File: src/rtl/mem_port_arbiter.sv
// Round-robin arbiter granting one of four requesters exclusive use of a
// shared memory port, with per-transaction completion and timeout pulses.
module mem_port_arbiter #(
  parameter int unsigned TIMEOUT = 16
) (
  input  logic       clk,
  input  logic       rst,
  input  logic [3:0] req_read,
  input  logic [3:0] req_write,
  input  logic       mem_resp,
  output logic [1:0] sel,
  output logic       mem_read,
  output logic       mem_write,
  output logic       busy,
  output logic [3:0] resp,
  output logic [3:0] err
);

  localparam int unsigned N_REQ = 4;
  localparam int unsigned IDX_W = 2;
  localparam int unsigned CNT_W = 8;
  localparam logic [CNT_W-1:0] CNT_LAST = CNT_W'(TIMEOUT - 1);

  typedef enum logic {IDLE, BUSY} state_e;
  typedef enum logic {OP_READ, OP_WRITE} op_e;

  state_e           state_q, state_d;
  op_e              op_q, op_d;
  logic [IDX_W-1:0] owner_q, owner_d;
  logic [IDX_W-1:0] ptr_q, ptr_d;
  logic [CNT_W-1:0] cnt_q, cnt_d;

  logic [N_REQ-1:0] pending;
  logic             found;
  logic [IDX_W-1:0] grant_idx;
  logic [IDX_W-1:0] idx;
  logic             in_busy;
  logic             timeout_hit;

  // Rotating priority search starting at ptr.
  always_comb begin
    pending   = req_read | req_write;
    found     = 1'b0;
    grant_idx = '0;
    idx       = '0;
    for (int k = 0; k < N_REQ; k++) begin
      idx = ptr_q + IDX_W'(k);
      if (!found && pending[idx]) begin
        found     = 1'b1;
        grant_idx = idx;
      end
    end
  end

  assign in_busy     = (state_q == BUSY);
  // A response in the final cycle beats the timeout.
  assign timeout_hit = in_busy && (cnt_q == CNT_LAST) && !mem_resp;

  // Next-state logic: grant from IDLE, complete or time out from BUSY.
  always_comb begin
    state_d = state_q;
    op_d    = op_q;
    owner_d = owner_q;
    ptr_d   = ptr_q;
    cnt_d   = cnt_q;
    case (state_q)
      IDLE: begin
        if (found) begin
          owner_d = grant_idx;
          op_d    = req_write[grant_idx] ? OP_WRITE : OP_READ;
          cnt_d   = '0;
          state_d = BUSY;
        end
      end
      BUSY: begin
        if (mem_resp || timeout_hit) begin
          state_d = IDLE;
          ptr_d   = owner_q + IDX_W'(1);
        end else begin
          cnt_d = cnt_q + CNT_W'(1);
        end
      end
      default: state_d = IDLE;
    endcase
  end

  // State and transaction context registers.
  always_ff @(posedge clk or posedge rst) begin
    if (rst) begin
      state_q <= IDLE;
      op_q    <= OP_READ;
      owner_q <= '0;
      ptr_q   <= '0;
      cnt_q   <= '0;
    end else begin
      state_q <= state_d;
      op_q    <= op_d;
      owner_q <= owner_d;
      ptr_q   <= ptr_d;
      cnt_q   <= cnt_d;
    end
  end

  assign sel       = owner_q;
  assign busy      = in_busy;
  assign mem_read  = in_busy && (op_q == OP_READ);
  assign mem_write = in_busy && (op_q == OP_WRITE);
  assign resp      = (in_busy && mem_resp) ? (N_REQ'(1) << owner_q) : '0;
  assign err       = timeout_hit ? (N_REQ'(1) << owner_q) : '0;

endmodule
File: config.mk
export PLATFORM = sky130hd
export DESIGN_NAME = mem_port_arbiter
export DESIGN_NICKNAME = d
export VERILOG_FILES = /design/src/rtl/mem_port_arbiter.sv
export SDC_FILE = /design/constraint.sdc
export NUM_CORES = 1
export LEC_CHECK = 0
export CORE_MARGIN = 2
export CORE_UTILIZATION = 43
export CTS_CLUSTER_DIAMETER = 80
export DETAILED_ROUTE_END_ITERATION = 8
export PLACE_DENSITY = 0.72
export SETUP_SLACK_MARGIN = 0.02
export SLEW_MARGIN = 20
export SYNTH_ARGS = -nofsm -noshare
export SYNTH_HDL_FRONTEND = slang
export SYNTH_SLANG_ARGS = --single-unit
File: constraint.sdc
create_clock -name clk -period 2 [get_ports clk]
set_clock_uncertainty 0.05 [all_clocks]
set_input_delay 0.3 -clock clk [delete_from_list [all_inputs] [get_ports clk]]
set_output_delay 0.3 -clock clk [all_outputs]
set_load 0.01 [all_outputs]
; Word-level counts from Yosys, hierarchy flattened
; Cells that the tools add are included.
[word_totals]
regBits = 14
in_bits = 11
out_inout_bits = 13
elab_cells = 65
[op_classes]
add_sub_neg = 5
n_lt_le_gt_ge = 5
eq_ne = 3
shift = 1
n_mux = 27
bitwise_logic = 3
n_reduce_logical = 16
[op_table]
columns = operator, n
row1 = $mux 8, 2
row2 = $pmux 8 s2, 1
row3 = $lt 2x3->1 const B, 5
row4 = $mux 1, 12
row5 = $bmux 1 s2, 5
row6 = $add 8x1->8 const B, 1
row7 = $eq 8x4->1 const B, 1
row8 = $logic_and 1x1->1, 8
row9 = $mux 2, 4
row10 = $mux 4, 2
row11 = $reduce_and 2->1, 3
row12 = $add 2x1->2 const B, 2
row13 = $add 2x2->2 const B, 2
row14 = $logic_not 1->1, 4
row15 = $ne 2x2->1 const B, 2
row16 = $or 4x4->4, 1
row17 = $shl 1x2->4 const A, 1
row18 = $not 1->1, 2
row19 = $pmux 1 s2, 1
row20 = $logic_or 1x1->1, 1

; Depth between registers and ports, before layout
; Gate-level depths: netlist of the first run.
[depth]
depth_word = 16
ltp_mapped = 7
mapped_depth_nobuf = 6

; Worst setup path before layout of the first run
; No wires, ideal clock.
[synth_path]
path_type = register to register
start = reg state_q, in the netlist busy
end = reg ptr_q[1]
setup_ns = 0.125
arrival_time_ns = 1.651
required_time_ns = 1.825
setup_slack_ns = 0.175
path_stages_with_launch = 5
n_path_buf = 1
period_less_slack_ns = 1.825
cell_sequence = dfrtp_1 > or4b_1 > o31ai_2 > buf_6 > mux2_2
[synth_between]
elab_chain_cells = 4
[synth_rtl]
columns = item, line
row1 = start: declaration, 27  ; state_e state_q, state_d;
row2 = start signal: assignment, 96  ; state_q <= state_d;
row3 = $logic_and 1x1->1 (2 in a row), 57  ; assign timeout_hit = in_busy && (cnt_q == CNT_LAST) && !mem_resp;
row4 = $logic_or 1x1->1, 76  ; if (mem_resp || timeout_hit) begin
row5 = $reduce_and 2->1 (no source line) *, n/a
row6 = end signal: assignment, 99  ; ptr_q <= ptr_d;
row7 = end: declaration, 30  ; logic [IDX_W-1:0] ptr_q, ptr_d;
; Mark *: on every way between the ends. The rest lies on a longest branch, timed or not.
; A chain may end at the register's enable or synchronous reset.

; Worst setup path in the final report of the first run
[layout_path]
start = reg cnt_q[4]
end = out err[0]
[layout_between]
elab_chain_cells = 4
[layout_rtl]
columns = item, line
row1 = start: declaration, 31  ; logic [CNT_W-1:0] cnt_q, cnt_d;
row2 = start signal: assignment, 100  ; cnt_q <= cnt_d;
row3 = $eq 8x4->1, 57
row4 = $logic_and 1x1->1 (2 in a row), 57
row5 = $mux 4, 109  ; assign err = timeout_hit ? (N_REQ'(1) << owner_q) : '0;
row6 = end: declaration, 16  ; output logic [3:0] err
; Every way passes these cells.

==> impl_metrics.py, run 1 <==
metrics = {
    "status": {
        "outcome": "complete, but fails checks",
        "violations": "setup timing",
    },
    "floorplanning": {
        "core_area_um2": 1980,
        "die_x_um": 50.2,
        "die-area_um2": 2520,
        "num_io_pins": 24,
        "initial_core_util": 0.463,
        "rows": 16,
        "fp.dieH_um": 50.2,
    },
    "cts": {
        "cts_hold_buf": 0,
        "cts-root-buf": "clkbuf_4",
        "cts.sinks": 14,
        "cts.htree.levels": 1,
        "cts_made_buffers": 3,
        "cts.clk_slew.worst_paths_ns": 0.08,
        "clockBufferDepth": 2,
        "clk_latency_ns": 0.27,
        "cts_tree": "built",
    },
    "global_routing": {
        "grt_max_degree": 15,
        "grt_busiest_layer": "met2",
        "met2_usage": 0.329,
        "gr-usage-all-layers": 0.191,
        "grt_pass1_wl_um": 3780,
        "antenna_found_initial": 0,
        "overflow": 0,
        "use_met1": 0.255,
        "grtUsageMet3": 0.0208,
        "grt_pass1_vias": 893,
    },
    "placement": {
        "dpl_worst_slack_ns": -0.285,
        "numPortBuffers": 23,
        "hpwl_um": 1650,
        "place_congestion": 0.935,
    },
    "sta": {
        "post-route-period-util": 1.05,
        "rsz0062_at_grt": "true",
        "max_slew_margin": 0.664,
        "setup_slack_ns": -0.0960,
        "clock.fmax_ghz": 0.477,
        "setup_violations": 4,
        "min_period_ns": 2.10,
        "timing.setup.tns_ns": -0.364,
        "hold_viol": 0,
        "worst_slew_pin_slew_ns": 0.503,
        "finalMaxSlewViolations": 0,
    },
    "power_and_ir_drop": {
        "p_per_area_nw_per_um2": 797,
        "ir_drop_mv": 0.616,
        "p_leak_nw": 0.688,
    },
    "worst_setup_path": {
        "ff2ff_setup_slack_ns": 0.02,
        "critPathCaptureType": "primary output",
        "arrival_ns": 1.75,
        "reg2reg_depth": 8,
        "r2r_end": "cnt_q[2]",
        "required_ns": 1.65,
        "reg2reg_from": "cnt_q[4]",
        "cp-start-kind": "flop",
        "worstPathMaxFanout": 4,
        "worstSetupPathType": "reg -> out",
    },
    "drt": {
        "ant_nets": 0,
        "wl_per_cell_um": 13.0,
        "routed_wl_um": 2240,
        "firstDrtPassIters": 4,
        "drcViolationCount": 0,
        "drt-vias-per-instance": 5.22,
        "vias": 897,
        "drtIter0Drc": 11,
    },
    "yosys": {
        "synth.avg_cell_area_um2": 9.26,
        "synthesis.area_um2": 917,
        "synth_simple_gate_area_frac": 0.273,
        "ys_async_sr_fraction": 1.00,
        "synth_seq_cells": 14,
        "synth_edf_count": 0,
        "synth_fa_ha_area_frac": 0.0682,
        "synthMuxAreaShare": 0.0464,
        "synth_compound_area_frac": 0.132,
        "synthesis.instances": 99,
        "ys_seq_area_frac": 0.382,
        "syn_nets": 115,
        "ys.flop_type": "dfrtp_1",
        "ys_types": 35,
        "yosysWarnings": 0,
        "synth_top_family_by_area": "simple AND/OR/NAND/NOR gates",
        "synth_xor_xnor_area_share": 0.0573,
    },
    "cells_and_area": {
        "ff_latch_area_um2": 350,
        "nNetsFinal": 163,
        "diodes": 0,
        "multi_input_area_um2": 584,
        "area_growth_syn_to_layout_pct": 55.7,
        "drive_gt1_frac": 0.372,
        "fill_cells": 143,
    },
    "min_path": {
        "hold_class": "in -> async",
    },
    "flow_run": {
        "max-cap-violations": 0,
    },
}
metrics by stage:
| step | util | power [mW] | area (µm²) | std cells | hold slack [ns] |
|---|---|---|---|---|---|
| detailed placement | 0.647 | 0.918 | 1280 | 162 | 0.493 |
| CTS | 0.675 | 1.11 | 1340 | 170 | 0.319 |
| finish | 0.720 | 1.14 | 1430 | 172 | 0.294 |
| global placement | 0.647 | 0.906 | 1280 | 162 | 0.488 |
| global route | 0.720 | 1.22 | 1430 | 172 | 0.391 |
| floorplan | - | 0.687 | 917 | 99 | 0.139 |
how the worst max path moves through the flow:
stage                        start  endpoint  slack [ns]  cells after the start
final                     cnt_q[4]    err[0]        -0.1                      5
after floorplan               busy  ptr_q[1]        0.17                      4
after CTS                 cnt_q[5]    err[2]       -0.15                      5
after global routing      cnt_q[4]    err[1]       -0.16                      5
after global placement    cnt_q[4]    err[1]       -0.24                      5
after detailed placement  cnt_q[4]    err[1]       -0.29                      5
sequential cells by signal, indices dropped and copies added, names as in the netlist:
name   cells
cnt_q      8
ptr_q      2
sel        2
busy       1
op_q       1
final cells by class:
| class | instances | area share |
|---|---|---|
| multi-input combinational | 77 | 0.409 |
| clock buffer | 3 | 0.0158 |
| sequential | 14 | 0.245 |
| inverter | 5 | 0.0131 |
| tap | 27 | 0.0237 |
| timing repair buffer | 46 | 0.293 |
kinds of logic (layout without fill, tap and decap cells):
group | count (synthesis) | after routing
simple gates | 45 | 45
compound gates | 17 | 17
flops | 14 | 14
buf+inv | 8 | 54
xor+xnor | 6 | 6
fa+ha+maj | 5 | 5
mux | 4 | 4
critical path, stage by stage, from the launching register on:
cell     delay, ns
dfrtp_1       0.39
or4b_4        0.56
nor4_4        0.14
buf_4         0.16
and2_4        0.13
buf_6         0.09
per-layer routing:
metal | routed length [µm] | vias up
met5 | 0 | -
met4 | 12 | 0
met3 | 99 | 2
met2 | 1120 | 24
met1 | 1010 | 426
li1 | - | 445
layout by cell type (no fill, tap or decap), drive strengths merged, types with 3 or more instances in the layout:
| cell type | n |
|---|---|
| o21ai | 4 |
| and3 | 5 |
| nor4 | 4 |
| ha | 5 |
| xnor2 | 6 |
| inv | 5 |
| nand2 | 6 |
| dfrtp | 14 |
| nor2 | 12 |
| buf | 27 |
| and2 | 5 |
| nand3 | 3 |
| a21oi | 3 |
| clkdlybuf4s50 | 14 |
| clkbuf | 3 |
where the power goes:
group / leakage [nW] / internal (mW) / total [mW] / switching [mW]
logic: 0.498 / 0.330 / 0.572 / 0.242
clock network: 0.0138 / 0.0697 / 0.155 / 0.0850
registers: 0.176 / 0.348 / 0.411 / 0.0629
total: 0.688 / 0.748 / 1.14 / 0.390
synthesized netlist by cell type, types with 3 or more instances:
master,instances,area share
nand2_1,6,0.025
a21oi_1,3,0.016
xnor2_1,6,0.057
nand3_1,3,0.016
and3_2,4,0.033
ha_1,5,0.068
nor2_1,11,0.045
and2_1,4,0.027
inv_1,5,0.020
dfrtp_1,14,0.38
o21ai_0,4,0.022
nor4_1,4,0.027
timing repair:
item / CTS / global route
setup buffers: 5 / 2
endpoints found under the setup margin: 7 / 12
cloned: 0 / 0
gates resized for setup: 24 / 16
pin swaps: 5 / 4
endpoints found under the hold margin: 0 / 0
(Power assumes the default switching activity.)
==> run 2: changes to the inputs <==
==> constraint.sdc (replaced) <==
create_clock -name clk -period 2 [get_ports clk]
set_clock_uncertainty 0.05 [all_clocks]
set_input_delay 0.5 -clock clk [delete_from_list [all_inputs] [get_ports clk]]
set_output_delay 0.5 -clock clk [all_outputs]
set_load 0.01 [all_outputs]
==> impl_metrics.py, run 2 (synthesis results as in run 1) <==
metrics = {
    "status": {
        "outcome": "complete, but fails checks",
        "violations": "setup timing",
    },
    "flow_run": {
        "max-cap-violations": 0,
    },
    "cts": {
        "clockBufferDepth": 2,
        "cts_tree": "built",
        "clk_latency_ns": 0.27,
        "cts_made_buffers": 3,
        "cts.htree.levels": 1,
        "cts.clk_slew.worst_paths_ns": 0.09,
        "cts-root-buf": "clkbuf_4",
        "cts.sinks": 14,
        "cts_hold_buf": 0,
    },
    "power_and_ir_drop": {
        "ir_drop_mv": 0.596,
        "p_leak_nw": 0.703,
        "p_sw_frac": 0.346,
        "p_per_area_nw_per_um2": 822,
        "pwr-share-seq": 0.343,
        "power_switching_mw": 0.417,
        "clkPwrFrac": 0.167,
        "comb_power_share": 0.490,
        "internal_power_mw": 0.790,
    },
    "worst_setup_path": {
        "required_ns": 1.45,
        "crit_family": "simple AND/OR/NAND/NOR gates",
        "cp-startpoint": "cnt_q[4]",
        "critPathCaptureType": "primary output",
        "reg2reg_from": "cnt_q[4]",
        "r2r_end": "ptr_q[1]",
        "cp_common_cell": "buf_6",
        "reg2reg_depth": 5,
        "critical_path.slowest_cell": "or4b_4",
        "ff2ff_setup_slack_ns": 0.02,
        "arrival_ns": 1.83,
        "worstPathMaxFanout": 2,
        "crit_buf_inv": 3,
        "cp-start-kind": "flop",
        "crit_chain": "or4b_4, nor4_4, buf_4, buf_6, and2_4, buf_6",
        "slowest_delay_ns": 0.56,
        "worstSetupPathType": "reg -> out",
    },
    "drt": {
        "drtIter0Drc": 16,
        "wl_per_cell_um": 13.1,
        "firstDrtPassIters": 4,
        "routed_wl_um": 2310,
        "drt-vias-per-instance": 5.11,
        "ant_nets": 0,
        "drcViolationCount": 0,
        "vias": 905,
    },
    "sta": {
        "hold_viol": 0,
        "finalMaxSlewViolations": 0,
        "timing.setup.tns_ns": -1.25,
        "setup_violations": 4,
        "post-route-period-util": 1.19,
        "setup_slack_ns": -0.378,
        "min_period_ns": 2.38,
        "clock.fmax_ghz": 0.421,
        "worst_slew_pin_slew_ns": 0.536,
        "max_slew_margin": 0.642,
        "rsz0062_at_grt": "true",
    },
    "global_routing": {
        "gr-usage-all-layers": 0.199,
        "overflow": 0,
        "antenna_found_initial": 0,
        "grt_pass1_wl_um": 3930,
        "grt_max_degree": 15,
        "grt_pass1_vias": 908,
    },
    "floorplanning": {
        "core_area_um2": 1980,
        "rows": 16,
        "initial_core_util": 0.463,
        "die-area_um2": 2520,
        "fp.dieH_um": 50.2,
        "num_io_pins": 24,
        "die_x_um": 50.2,
    },
    "placement": {
        "hpwl_um": 1670,
        "place_congestion": 0.894,
        "numPortBuffers": 23,
    },
    "cells_and_area": {
        "final_util": 0.741,
        "largest_register_ffs": 8,
        "multi_input_area_um2": 604,
        "fill_cells": 142,
        "final_cell_mix": "23 x buf_4, 14 x dfrtp_1, 11 x nor2_1, 11 x clkdlybuf4s50_1",
        "ff_latch_area_um2": 350,
        "area_growth_syn_to_layout_pct": 60.0,
        "regMostFlops": "cnt_q",
        "drive_gt1_frac": 0.440,
        "nNetsFinal": 167,
        "layout_commonest_cell": "buf_4",
        "diodes": 0,
    },
    "min_path": {
        "hold_class": "in -> async",
    },
}
-- run 2: cell count changes in the layout (fill, tap and decap cells not counted), moves of 2 or more --
cell	delta
buf_4	+2
clkdlybuf4s50_1	-3
and2_1	+2
and2_4	-2
buf_2	+4
-- run 2: what timing repair did --
item,in CTS,in global routing
gates resized for setup,38,20
endpoints found under the setup margin,12,17
buffers inserted,4,1
gates cloned,0,1
pin swaps,5,4
-- run 2: how the worst max path moves through the flow --
stage               slack [ns]     end  depth (start not counted)
global placement         -0.50  err[3]                          4
detailed placement       -0.57  err[1]                          4
CTS                      -0.52  err[0]                          6
finish                   -0.38  err[1]                          6
floorplan                 0.08  err[0]                          3
global route             -0.46  err[1]                          6
-- run 2: power by group through the flow --
stage	Combinational, mW	Clock [mW]	Sequential [mW]
after floorplan	0.269	0	0.418
after global placement	0.509	0	0.416
after detailed placement	0.520	0	0.420
after CTS	0.559	0.209	0.406
after global routing	0.660	0.219	0.421
final	0.592	0.201	0.414
-- run 2: per-layer routing --
layer  wire, µm  part of all wire  up-vias  GRT usage
li1           -                 -      459          -
met1       1060              0.46      414      0.261
met2       1110              0.48       28      0.331
met3        116             0.050        4     0.0327
met4         22            0.0095        0     0.0648
met5          0                 0        -          0
-- run 2: metrics by stage --
step           instances  setup slack [ns]  power, mW  hold slack, ns  area (µm²)
2_1_floorplan         99            0.0838      0.687           0.339         923
3_3_place_gp         167            -0.503      0.925           0.476        1330
3_5_place_dp         167            -0.568      0.940           0.476        1330
4_1_cts              175            -0.521       1.17           0.531        1390
5_1_grt              177            -0.456       1.30           0.571        1470
6_report             177            -0.378       1.21           0.515        1470
-- run 2: worst register-to-register path, cell delays in order (launching register included) --
cell     delay, ns
dfrtp_1       0.38
or4b_4        0.56
buf_4         0.16
o31ai_4       0.23
buf_6         0.17
mux2_2        0.33
-- run 2: final cells by class --
class	count	area share
clock buffer	4	0.0247
inverter	5	0.0128
sequential	14	0.239
tap	27	0.0230
multi-input combinational	77	0.412
timing repair buffer	50	0.289
==> run 3: changes to the inputs <==
--- a/config.mk
+++ b/config.mk
@@ -8,6 +8,7 @@
 export CORE_MARGIN = 2
 export CORE_UTILIZATION = 43
 export CTS_CLUSTER_DIAMETER = 80
+export CTS_CLUSTER_SIZE = 8
 export DETAILED_ROUTE_END_ITERATION = 8
 export PLACE_DENSITY = 0.72
 export SETUP_SLACK_MARGIN = 0.02
==> results of run 3 <==
No change in the layout: final DEF, timing and power equal those of run 2.
